<file path="config.mk">
export PLATFORM = sky130hd
export DESIGN_NAME = score_display_ctrl
export DESIGN_NICKNAME = d
export VERILOG_FILES = /design/src/rtl/score_display_ctrl.sv
export SDC_FILE = /design/constraint.sdc
export NUM_CORES = 1
export LEC_CHECK = 0
export CAP_MARGIN = 20
export CORE_UTILIZATION = 58
export DETAILED_ROUTE_END_ITERATION = 12
export PLACE_DENSITY = 0.79
export SLEW_MARGIN = 20
export SYNTH_ARGS = -nofsm -noshare
export SYNTH_HDL_FRONTEND = slang
export SYNTH_SLANG_ARGS = --single-unit
</file>
<file path="constraint.sdc">
create_clock -name clk_50MHz -period 3.3 [get_ports clk_50MHz]
set_input_delay 0.33 -clock clk_50MHz [delete_from_list [all_inputs] [get_ports clk_50MHz]]
set_output_delay 0.33 -clock clk_50MHz [all_outputs]
set_load 0.02 [all_outputs]
</file>
<file path="src/rtl/score_display_ctrl.sv">
// score_display_ctrl: pong match FSM and 8x8 dot-matrix scan driver; define DOT_GHOST_BLANK_EN to add per-row ghost blanking
module score_display_ctrl #(
  parameter int CLK_HZ       = 50000000,
  parameter int ROW_HZ       = 10000,
  parameter int WIN_SCORE    = 3,
  parameter int HOLD_ROWS    = 5000,
  parameter int FLASH_ROWS   = 2500,
  parameter int BLANK_CYCLES = 16
) (
  input  logic       clk_50MHz,
  input  logic       reset,
  input  logic       left_wall_hit,
  input  logic       right_wall_hit,
  input  logic       start,
  output logic [7:0] dot_row,
  output logic [7:0] dot_col,
  output logic [1:0] left_score,
  output logic [1:0] right_score,
  output logic [1:0] winner,
  output logic       game_active
);
  localparam int DIV = CLK_HZ / ROW_HZ;
  localparam int PW  = DIV > 1 ? $clog2(DIV) : 1;
  localparam int HW  = $clog2(HOLD_ROWS + 1);
  localparam int FW  = $clog2(FLASH_ROWS + 1);
  localparam logic [1:0] WS = 2'(WIN_SCORE);

  typedef enum logic [1:0] {S_IDLE, S_PLAY, S_HOLD, S_WIN} state_t;

  state_t          r_state;
  logic [2:0]      r_in_s1, r_in_s2, r_in_d, r_pulse;
  logic [PW-1:0]   r_pre;
  logic [2:0]      r_row_idx;
  logic [HW-1:0]   r_hold_cnt;
  logic [FW-1:0]   r_flash_cnt;
  logic            r_flash;
  logic            w_tick, w_centre, w_l_pulse, w_r_pulse, w_s_pulse;
  logic [1:0]      w_l_inc, w_r_inc;
  logic [7:0]      w_row, w_norm, w_win, w_pat;

  assign w_tick    = r_pre == PW'(DIV - 1);
  assign w_l_pulse = r_pulse[0];
  assign w_r_pulse = r_pulse[1];
  assign w_s_pulse = r_pulse[2];
  assign w_l_inc   = &left_score ? 2'd3 : left_score + 2'd1;
  assign w_r_inc   = &right_score ? 2'd3 : right_score + 2'd1;
  assign w_centre  = r_row_idx[1] ^ r_row_idx[0];
  assign w_row     = ~(8'h80 >> r_row_idx);
  assign w_norm    = {|left_score, left_score[1], &left_score, {2{w_centre}},
                      &right_score, right_score[1], |right_score};
  assign w_win     = !r_flash ? 8'h00 : winner == 2'b01 ? 8'hE0 : winner == 2'b10 ? 8'h07 : 8'h00;
  assign w_pat     = r_state == S_WIN ? w_win : w_norm;

  // synchronise the {start, right, left} levels and turn rising edges into 1-cycle pulses
  always_ff @(posedge clk_50MHz or posedge reset) begin
    if (reset) begin
      r_in_s1 <= '0;
      r_in_s2 <= '0;
      r_in_d  <= '0;
      r_pulse <= '0;
    end else begin
      r_in_s1 <= {start, right_wall_hit, left_wall_hit};
      r_in_s2 <= r_in_s1;
      r_in_d  <= r_in_s2;
      r_pulse <= r_in_s2 & ~r_in_d;
    end
  end

  // row-rate prescaler and pointer to the row shown at the next tick
  always_ff @(posedge clk_50MHz or posedge reset) begin
    if (reset) begin
      r_pre     <= '0;
      r_row_idx <= '0;
    end else begin
      r_pre <= w_tick ? '0 : r_pre + 1'b1;
      if (w_tick) r_row_idx <= r_row_idx + 3'd1;
    end
  end

`ifdef DOT_GHOST_BLANK_EN
  localparam int BW = $clog2(BLANK_CYCLES + 1);
  logic [BW-1:0] r_blank;
  logic [7:0]    r_nxt_row, r_nxt_col;

  // dark the matrix for BLANK_CYCLES after each tick, then show the captured row
  always_ff @(posedge clk_50MHz or posedge reset) begin
    if (reset) begin
      dot_row   <= 8'hFF;
      dot_col   <= '0;
      r_nxt_row <= 8'hFF;
      r_nxt_col <= '0;
      r_blank   <= '0;
    end else if (w_tick) begin
      dot_row   <= 8'hFF;
      dot_col   <= '0;
      r_nxt_row <= w_row;
      r_nxt_col <= w_pat;
      r_blank   <= BW'(BLANK_CYCLES);
    end else if (r_blank != '0) begin
      r_blank <= r_blank - 1'b1;
      if (r_blank == BW'(1)) begin
        dot_row <= r_nxt_row;
        dot_col <= r_nxt_col;
      end
    end
  end
`else
  // drive the new row and its column pattern on the tick itself
  always_ff @(posedge clk_50MHz or posedge reset) begin
    if (reset) begin
      dot_row <= 8'hFF;
      dot_col <= '0;
    end else if (w_tick) begin
      dot_row <= w_row;
      dot_col <= w_pat;
    end
  end
`endif

  // match flow: scoring, post-point hold, win flash and restart
  always_ff @(posedge clk_50MHz or posedge reset) begin
    if (reset) begin
      r_state     <= S_IDLE;
      left_score  <= '0;
      right_score <= '0;
      winner      <= '0;
      game_active <= 1'b0;
      r_hold_cnt  <= '0;
      r_flash_cnt <= '0;
      r_flash     <= 1'b0;
    end else begin
      case (r_state)
        S_IDLE: if (w_s_pulse) begin
          r_state     <= S_PLAY;
          game_active <= 1'b1;
        end
        S_PLAY: if (w_l_pulse || w_r_pulse) begin
          game_active <= 1'b0;
          r_hold_cnt  <= '0;
          r_flash_cnt <= '0;
          r_flash     <= 1'b1;
          if (w_l_pulse) begin
            left_score <= w_l_inc;
            r_state    <= w_l_inc == WS ? S_WIN : S_HOLD;
            winner     <= w_l_inc == WS ? 2'b01 : 2'b00;
          end else begin
            right_score <= w_r_inc;
            r_state     <= w_r_inc == WS ? S_WIN : S_HOLD;
            winner      <= w_r_inc == WS ? 2'b10 : 2'b00;
          end
        end
        S_HOLD: if (w_tick) begin
          r_hold_cnt <= r_hold_cnt + 1'b1;
          if (r_hold_cnt == HW'(HOLD_ROWS - 1)) begin
            r_state     <= S_PLAY;
            game_active <= 1'b1;
          end
        end
        S_WIN: if (w_s_pulse) begin
          r_state     <= S_PLAY;
          left_score  <= '0;
          right_score <= '0;
          winner      <= '0;
          game_active <= 1'b1;
        end else if (w_tick) begin
          r_flash_cnt <= r_flash_cnt == FW'(FLASH_ROWS - 1) ? '0 : r_flash_cnt + 1'b1;
          if (r_flash_cnt == FW'(FLASH_ROWS - 1)) r_flash <= ~r_flash;
        end
      endcase
    end
  end
endmodule

</file>
==> run metrics, run 1 <==
Worst EP required=3.56 ns; met3 routed WL=332 um; dpl hpwl=5.10 mm; slowest cell delay on critical path=0.62 ns; syn_nets=388; Crit Path Category=reg -> reg; CP Buf/Inv Count=1; Fill cells=449; most frequent cell on the critical path=or4_1; Netlist cell types=53; Primary FF master, synth=dfrtp_1; total CTS buffers=9; chip width=81.8 um; startpoint types=flop; clk slew on worst S/H paths=0.08 ns; Final setup viols=0; CP endpoint kind=flop; Hold WS=0.351 ns; DR vias/cell=6.01; clk root buf=clkbuf_8; asr flop ratio synth=100%; yosys warns=0; Mean Syn Cell Area=9.99 um2; vias=2892; Die H=81.8 um; Slew HR=45.7%; initial antenna violation count=0; CTS tree=built; gr usage total=25.2%; global placer's final weighted congestion=0.857; Worst-Margin Slew=0.811 ns; Post-synth EDFFs=0; CP max-delay cell=or4_1; post-synthesis sequential area ratio=53.1%; Slew Limit Fails=0; starting density of the core=61.3%; max-cap viol count=0; Leak Pwr=1.82 nW; WP data arrival=2.86 ns; Core Area=6030 um2; final hold viol count=0; Pwr Density=631 nW/um2; worst r2r src=r_pre[3]; Antenna Diode Count=0; first-pass GRT wire length=12.6 mm; Rows=28; metal2 WL=3.38 mm; io pins=28; largest net degree at the start of global routing=43; #FFs+latches synth=78; minimum clock period=2.60 ns; Hold Crit Class=reg -> reg; Setup Buffers After CTS=0; maximum VDD drop=0.437 mV; clock sinks=78; clk_lat worst skew=0.36 ns; Fin Clk Skew=0.0157 ns; worst min-delay path startpoint=r_in_s1[0]; Initial DRT Pass Iterations=5; Post-Synthesis Cells=370; worst setup path start=r_pre[3]; post-cts sizing count=0; area delta synth->final=17.0%; Max clock buf depth=2; Initial DRC Count=196; Met1 Wirelength=3.62 mm; commonest non-fill, non-tap cell in the layout=dfrtp_1; Tcrit/Tclk final=78.8%; Residual DRC=0; WL per Instance=15.6 um; Crit Path Max Fanout=21; fraction of layout cells with a size suffix above 1=9.36%; post-layout util=71.8%; vias in the first global route=2660; port bufs=27; mapped cell area=3690 um2; outcome=finished, final reports clean; commonest non-fill, non-tap cells in the layout=dfrtp_1, nand2_1, o21ai_0, nor2_1, clkdlybuf4s50_1; CP Cell Sequence=or4_1, or4_1, buf_4, nor2_1, a41oi_1, a31oi_1; post-route ant nets=0; Top Metal Used=met4; Fin Setup TNS=0 ns; GRT overflow=0; CTS hold repair buffers=0; largest delay contributor family on the critical path=simple AND/OR/NAND/NOR gates; unrepaired setup endpoints after global routing=false; CTS H-Tree Depth=3; final layout net count=419; Max Clk Rate=384 MHz; final WL=7.51 mm; die area=6690 um2
[cell families after synthesis]
group                    Yosys count  share of synthesized area [%]
flip-flops                        78                           53.1
XOR/XNOR                           9                           2.13
adder cells (fa/ha/maj)           13                           4.40
multiplexers                       6                           1.76
AND/OR/NAND/NOR                  144                           19.8
AO/OA/AOI/OAI                     93                           15.7
buffers and inverters             27                           3.08
[power breakdown]
part           internal, mW  switching, mW
combinational         0.266          0.430
sequential             1.02         0.0698
clock                 0.582          0.364
total                  1.87          0.864
[final timing paths]
kind | to | slack [ns] | cells after the start
max | r_flash_cnt[7] | 0.70 | 6
min | r_in_s2[0] | 0.35 | 0
max reg2reg | r_flash_cnt[7] | 0.70 | 6
max in group asynchronous | dot_row[3] | 2.13 | 3
min reg2reg | r_in_s2[0] | 0.35 | 0
min in group asynchronous | r_flash_cnt[11] | 0.44 | 2
[state kept, by name, summed over array words and instances, names as in the netlist, 3 cells and up]
signal	flops
r_hold_cnt	13
r_pre	13
r_flash_cnt	12
dot_row	8
dot_col	7
r_in_d	3
r_in_s1	3
r_in_s2	3
r_pulse	3
r_row_idx	3
[cells in the mapped netlist, types with 2 or more instances]
cell      count  area share [%]
nor2_1       28             2.8
or3_1         2            0.34
mux2i_1       2            0.54
nor2b_1       7             1.2
nor3_1        4            0.54
nand2_1      39             4.0
ha_1         13             4.4
o21ai_0      38             5.1
and4_1        2            0.47
nand4_1       7             1.2
nor4_1        2            0.34
mux2_2        2            0.61
and2_1        3            0.51
xnor2_1       5             1.2
a211oi_1      2            0.41
nor3b_1       3            0.61
a22o_1        2            0.47
o211ai_1      6             1.2
dfrtp_1      70              47
nand2b_1      6             1.0
inv_1        16             1.6
o31ai_1      10             2.0
or4_1         2            0.41
a31oi_1      12             2.0
or2_2         3            0.51
dfstp_2       8             5.7
a311oi_1      2            0.47
xor2_1        4            0.95
mux2_1        2            0.61
clkbuf_1      7            0.71
nand3_1      22             3.0
and3_1        7             1.2
a21oi_1      12             1.6
[area by class of cell]
cell class              count  area (um2)  share of cell area (%)
clock inverters             7         146                    3.39
inverters                  16        60.1                    1.39
well taps                  75        93.8                    2.17
multi-input cells         265        1630                    37.6
clock buffers               9         124                    2.86
repair buffers             31         313                    7.23
flip-flops and latches     78        1960                    45.4
[metal layers]
| metal | vias up | global-route usage [%] |
|---|---|---|
| li1 | 1393 | - |
| met1 | 1399 | 35.5 |
| met2 | 82 | 36.7 |
| met3 | 18 | 6.78 |
| met4 | 0 | 10.0 |
| met5 | - | 0 |
[stage by stage]
step                worst slack (ns)  cell area, um2  cells  power [mW]
floorplan                      0.988            3690    370        1.57
global placement               0.845            4050    465        1.78
detailed placement             0.784            4050    465        1.79
CTS                            0.727            4320    481        2.74
global route                   0.578            4320    481        2.88
finish                         0.698            4320    481        2.73
Note: power is estimated with default switching activity, not from simulation.
==> inputs of run 2 (changes only) <==
- clock period: 3.3 -> 2.4 ns (I/O delays scaled with it)
==> run 2 against run 1 <==
  * Design area rose by 1.8%
  * Final cell count up 2.9%
  * Setup slack lost 0.56 ns
  * Sequential share of layout area is 0.80 points lower
  * First-iteration DRC count decreased by 28%
  * Critical endpoint is now r_hold_cnt[9]
  * Critical path type unchanged
==> run metrics, run 2 (same netlist as run 1, synthesis figures left out) <==
outcome=finished, final reports clean; slowest cell delay on critical path=0.50 ns; CP Cell Sequence=or4_1, or4_4, buf_4, a21o_1, o21ai_0, o31ai_1; Worst-Margin Slew=0.760 ns; startpoint types=flop; Slew Limit Fails=0; Max clock buf depth=2; Largest regs=r_hold_cnt: 13 flops, r_pre: 13 flops, r_flash_cnt: 12 flops; largest delay contributor family on the critical path=simple AND/OR/NAND/NOR gates; Worst EP required=2.63 ns; worst r2r src=r_pre[5]; commonest non-fill, non-tap cells in the layout=dfrtp_1, nand2_1, o21ai_0, clkdlybuf4s50_1, nor2_1; Crit Path Category=reg -> reg; Met1 Wirelength=3.60 mm; clk slew on worst S/H paths=0.09 ns; logic gate share of total power=28.6%; clock sinks=78; Initial DRT Pass Iterations=5; maximum VDD drop=0.648 mV; clk_lat worst skew=0.36 ns; CTS tree=built; area delta synth->final=19.1%; vias=2883; part of the power in registers=41.1%; Top Metal Used=met4; starting density of the core=61.3%; Final setup viols=0; chip width=81.8 um; clock power share=30.3%; met3 routed WL=329 um; Core Area=6030 um2; Reg2Reg Setup Slack=0.13 ns; Hold Crit Class=in -> async; Max Clk Rate=441 MHz; reg2reg end=r_hold_cnt[9]; Leak Pwr=1.88 nW; dpl cells=477; initial antenna violation count=0; Initial DRC Count=142; Die H=81.8 um; Antenna Diode Count=0; Slew HR=49.1%; gr usage total=25.6%; switching share of power=33.3%; io pins=28; total CTS buffers=9; Tcrit/Tclk final=94.4%; Fin Setup TNS=0 ns; largest net degree at the start of global routing=33; NetSw=1.21 mW; WL per Instance=15.2 um; metal2 WL=3.47 mm; CTS hold repair buffers=0; vias in the first global route=2716; first-pass GRT wire length=12.7 mm; R2R cell count=6; CP max-delay cell=or4_1; Crit Path Max Fanout=8; Fin Clk Skew=0.0114 ns; final layout net count=433; area post-placement=4140 um2; minimum clock period=2.27 ns; Tot Pwr=3.63 mW; die area=6690 um2; final WL=7.52 mm; WP data arrival=2.50 ns; GRT overflow=0; Layout Cell Area excl Fill=4400 um2; max-cap viol count=0; Pwr Density=826 nW/um2; cell depth of the worst setup path=6; DR vias/cell=5.82; CP endpoint kind=flop; Fill cells=420; unrepaired setup endpoints after global routing=false; internal power=2.43 mW; global placer's final weighted congestion=0.871; CTS H-Tree Depth=3; Rows=28; count of non-filler cells in the finished layout=495; dpl hpwl=5.22 mm; Residual DRC=0; port bufs=27; CP Buf/Inv Count=1; post-route ant nets=0; clk root buf=clkbuf_8; fraction of layout cells with a size suffix above 1=12.9%; final hold viol count=0; commonest non-fill, non-tap cell in the layout=dfrtp_1
run 2: cell count changes in the layout (fill, tap and decap cells not counted), moves of 2 or more:
cell       previous run  this run
nor2_2                0         2
bufinv_16             4         2
buf_4                 3        16
nor2_1               28        26
run 2: final cells by class:
class | count | area [um2] | share of cell area [%]
Sequential cell | 78 | 1960 | 44.6
Multi-Input combinational cell | 265 | 1640 | 37.3
Timing Repair Buffer | 45 | 422 | 9.58
Clock buffer | 10 | 128 | 2.90
Clock inverter | 6 | 93.8 | 2.13
Tap cell | 75 | 93.8 | 2.13
Inverter | 16 | 60.1 | 1.36
run 2: power by group through the flow:
stage / registers, mW / logic (mW) / clock network (mW)
6_report: 1.49 / 1.04 / 1.10
5_1_grt: 1.51 / 1.17 / 1.16
4_1_cts: 1.49 / 0.999 / 1.11
3_5_place_dp: 1.52 / 0.992 / 0
3_3_place_gp: 1.51 / 0.978 / 0
2_1_floorplan: 1.56 / 0.604 / 0
run 2: timing repair:
item,CTS,global route
hold endpoints to repair,0,0
endpoints found under the setup margin,0,18
resized for setup,0,5
setup buffers,0,2
run 2: per-layer routing:
layer,global-route usage [%],vias up
li1,-,1417
met1,35.3,1391
met2,39.0,66
met3,4.67,9
met4,11.9,0
met5,0,-
run 2: worst max-delay path by stage:
stage,start,endpoint,slack (ns)
after floorplan,r_pre[3],r_state[0],0.11
after global placement,r_pre[3],r_flash_cnt[7],0.09
after detailed placement,r_pre[3],r_flash_cnt[7],0.04
after CTS,r_pre[3],r_flash_cnt[7],0.02
after global routing,r_pre[3],r_hold_cnt[9],0.0005
final,r_pre[5],r_hold_cnt[9],0.13
run 2: worst register-to-register path, delay by kind of cell, from the launching register on:
family,cells,cell delay (ns)
buffers and inverters,1,0.18
DFF,1,0.42
and+or+nand+nor,2,0.99
AOI/OAI and AO/OA,3,0.55
run 2: per-stage QoR:
step | utilization (%) | worst slack, ns | hold WS, ns
after floorplan | - | 0.112 | 0.271
after global placement | 68.8 | 0.0914 | 0.333
after detailed placement | 68.8 | 0.0418 | 0.335
after CTS | 72.4 | 0.0247 | 0.256
after global routing | 73.0 | 0.000518 | 0.286
final | 73.0 | 0.135 | 0.247
==> inputs of run 3 (changes only) <==
- GPL_TIMING_DRIVEN: unset -> 0
==> run 3 against run 2 <==
  * Utilization grew 0.083 points
  * Non-clock buffer count shrank 1
  * Design area grew 0.11%
  * Clock power is essentially flat
  * Combinational power is essentially flat
  * Critical endpoint is now r_state[0]
  * Register-to-register slack lost 0.08 ns
  * Power is the same
==> run metrics, run 3 (same netlist as run 1, synthesis figures left out) <==
vias=2950; clock sinks=78; unrepaired setup endpoints after global routing=false; Largest regs=r_hold_cnt: 13 flops, r_pre: 13 flops, r_flash_cnt: 12 flops; chip width=81.8 um; internal power=2.40 mW; Antenna Diode Count=0; post-layout util=73.1%; Slew Limit Fails=0; starting density of the core=61.3%; maximum VDD drop=0.585 mV; WL per Instance=15.9 um; most frequent cell on the critical path=or4_4; area post-placement=4080 um2; post-route ant nets=0; logic gate share of total power=29.2%; slowest cell delay on critical path=0.56 ns; part of the power in registers=41.1%; clk root buf=clkbuf_8; largest net degree at the start of global routing=42; WP data arrival=2.58 ns; Rows=28; NetSw=1.24 mW; Residual DRC=0; Max Clk Rate=427 MHz; minimum clock period=2.34 ns; Core Area=6030 um2; Tcrit/Tclk final=97.6%; Initial DRT Pass Iterations=5; CP max-delay cell=or4_4; clock power share=29.7%; total CTS buffers=9; Tot Pwr=3.63 mW; dpl cells=473; Crit Path Category=reg -> reg; DR vias/cell=5.97; first-pass GRT wire length=12.9 mm; final layout net count=432; vias in the first global route=2773; clk_lat worst skew=0.36 ns; max-cap viol count=0; Initial DRC Count=171; CP Buf/Inv Count=0; Max clock buf depth=2; startpoint types=flop; Worst-Margin Slew=0.806 ns; Layout Cell Area excl Fill=4410 um2; CTS H-Tree Depth=3; final hold viol count=0; port bufs=27; die area=6690 um2; switching share of power=34.0%; global placer's final weighted congestion=0.850; Slew HR=46.0%; Hold WS=0.263 ns; CP Cell Sequence=or4_4, or4_4, o31ai_4, nand3_2, mux2_1; Fin Clk Skew=0.0117 ns; final WL=7.86 mm; gr usage total=26.2%; Die H=81.8 um; Worst EP required=2.64 ns; dpl hpwl=5.38 mm; commonest non-fill, non-tap cell in the layout=dfrtp_1; largest delay contributor family on the critical path=simple AND/OR/NAND/NOR gates; Hold Crit Class=in -> async; CP endpoint kind=flop; Final setup viols=0; GRT overflow=0; Crit Path Max Fanout=9; CTS hold repair buffers=0; count of non-filler cells in the finished layout=494; Leak Pwr=1.86 nW; commonest non-fill, non-tap cells in the layout=dfrtp_1, nand2_1, o21ai_0, nor2_1, clkdlybuf4s50_1; io pins=28; Pwr Density=825 nW/um2; outcome=finished, final reports clean; area delta synth->final=19.3%; clk slew on worst S/H paths=0.08 ns; initial antenna violation count=0; fraction of layout cells with a size suffix above 1=13.1%; CTS tree=built
run 3: cell types whose count changed in the layout (fill, tap and decap cells not counted), moves of 2 or more:
cell,previous run,this run
clkinv_2,0,2
ha_1,13,11
clkbuf_1,1,5
o21ai_2,0,2
ha_2,0,2
o21ai_0,38,35
buf_4,16,10
run 3: worst paths after layout:
kind	startpoint	end	slack [ns]	cells past startpoint
max in group asynchronous	reset	dot_row[6]	1.50	3
worst min-delay path	reset	r_hold_cnt[3]	0.26	2
worst min register to register	r_in_s1[1]	r_in_s2[1]	0.35	0
worst max-delay path	r_pre[4]	r_state[0]	0.06	5
worst max register to register	r_pre[4]	r_state[0]	0.06	5
min in group clk_50MHz	start	r_in_s1[2]	0.32	1
run 3: per-layer routing:
metal | vias to the layer above | global-route usage, % | part of all wire (%)
li1 | 1419 | - | -
met1 | 1448 | 35.3 | 46
met2 | 73 | 41.8 | 48
met3 | 10 | 4.22 | 4.6
met4 | 0 | 11.9 | 1.7
met5 | - | 0 | 0
run 3: stage by stage:
| step | setup TNS (ns) | setup slack (ns) |
|---|---|---|
| 6_report | 0 | 0.0583 |
| 5_1_grt | 0 | 0.00125 |
| 4_1_cts | -0.0131 | -0.0131 |
| 3_5_place_dp | -2.77 | -0.338 |
| 3_3_place_gp | -78.34 | -1.06 |
| 2_1_floorplan | 0 | 0.112 |
run 3: power groups by stage:
stage               clock (mW)  combinational [mW]  sequential, mW
CTS                       1.09                1.03            1.49
finish                    1.08                1.06            1.49
floorplan                    0               0.604            1.56
detailed placement           0               0.961            1.51
global placement             0               0.933            1.51
global route              1.15                1.18            1.51
run 3: final cells by class:
class | instances | area [um2]
clock inverter | 6 | 86.3
inverter | 16 | 62.6
timing repair buffer | 36 | 350
buffer | 8 | 38.8
multi-input combinational | 265 | 1690
tap | 75 | 93.8
clock buffer | 10 | 128
fill | 443 | 1620
sequential | 78 | 1960
run 3: timing repair:
item | in CTS | in global routing
resized for setup | 7 | 13
pin swaps | 3 | 0
buffers inserted | 5 | 3
endpoints found under the hold margin | 0 | 0
endpoints found under the setup margin | 18 | 30
cloned | 0 | 0
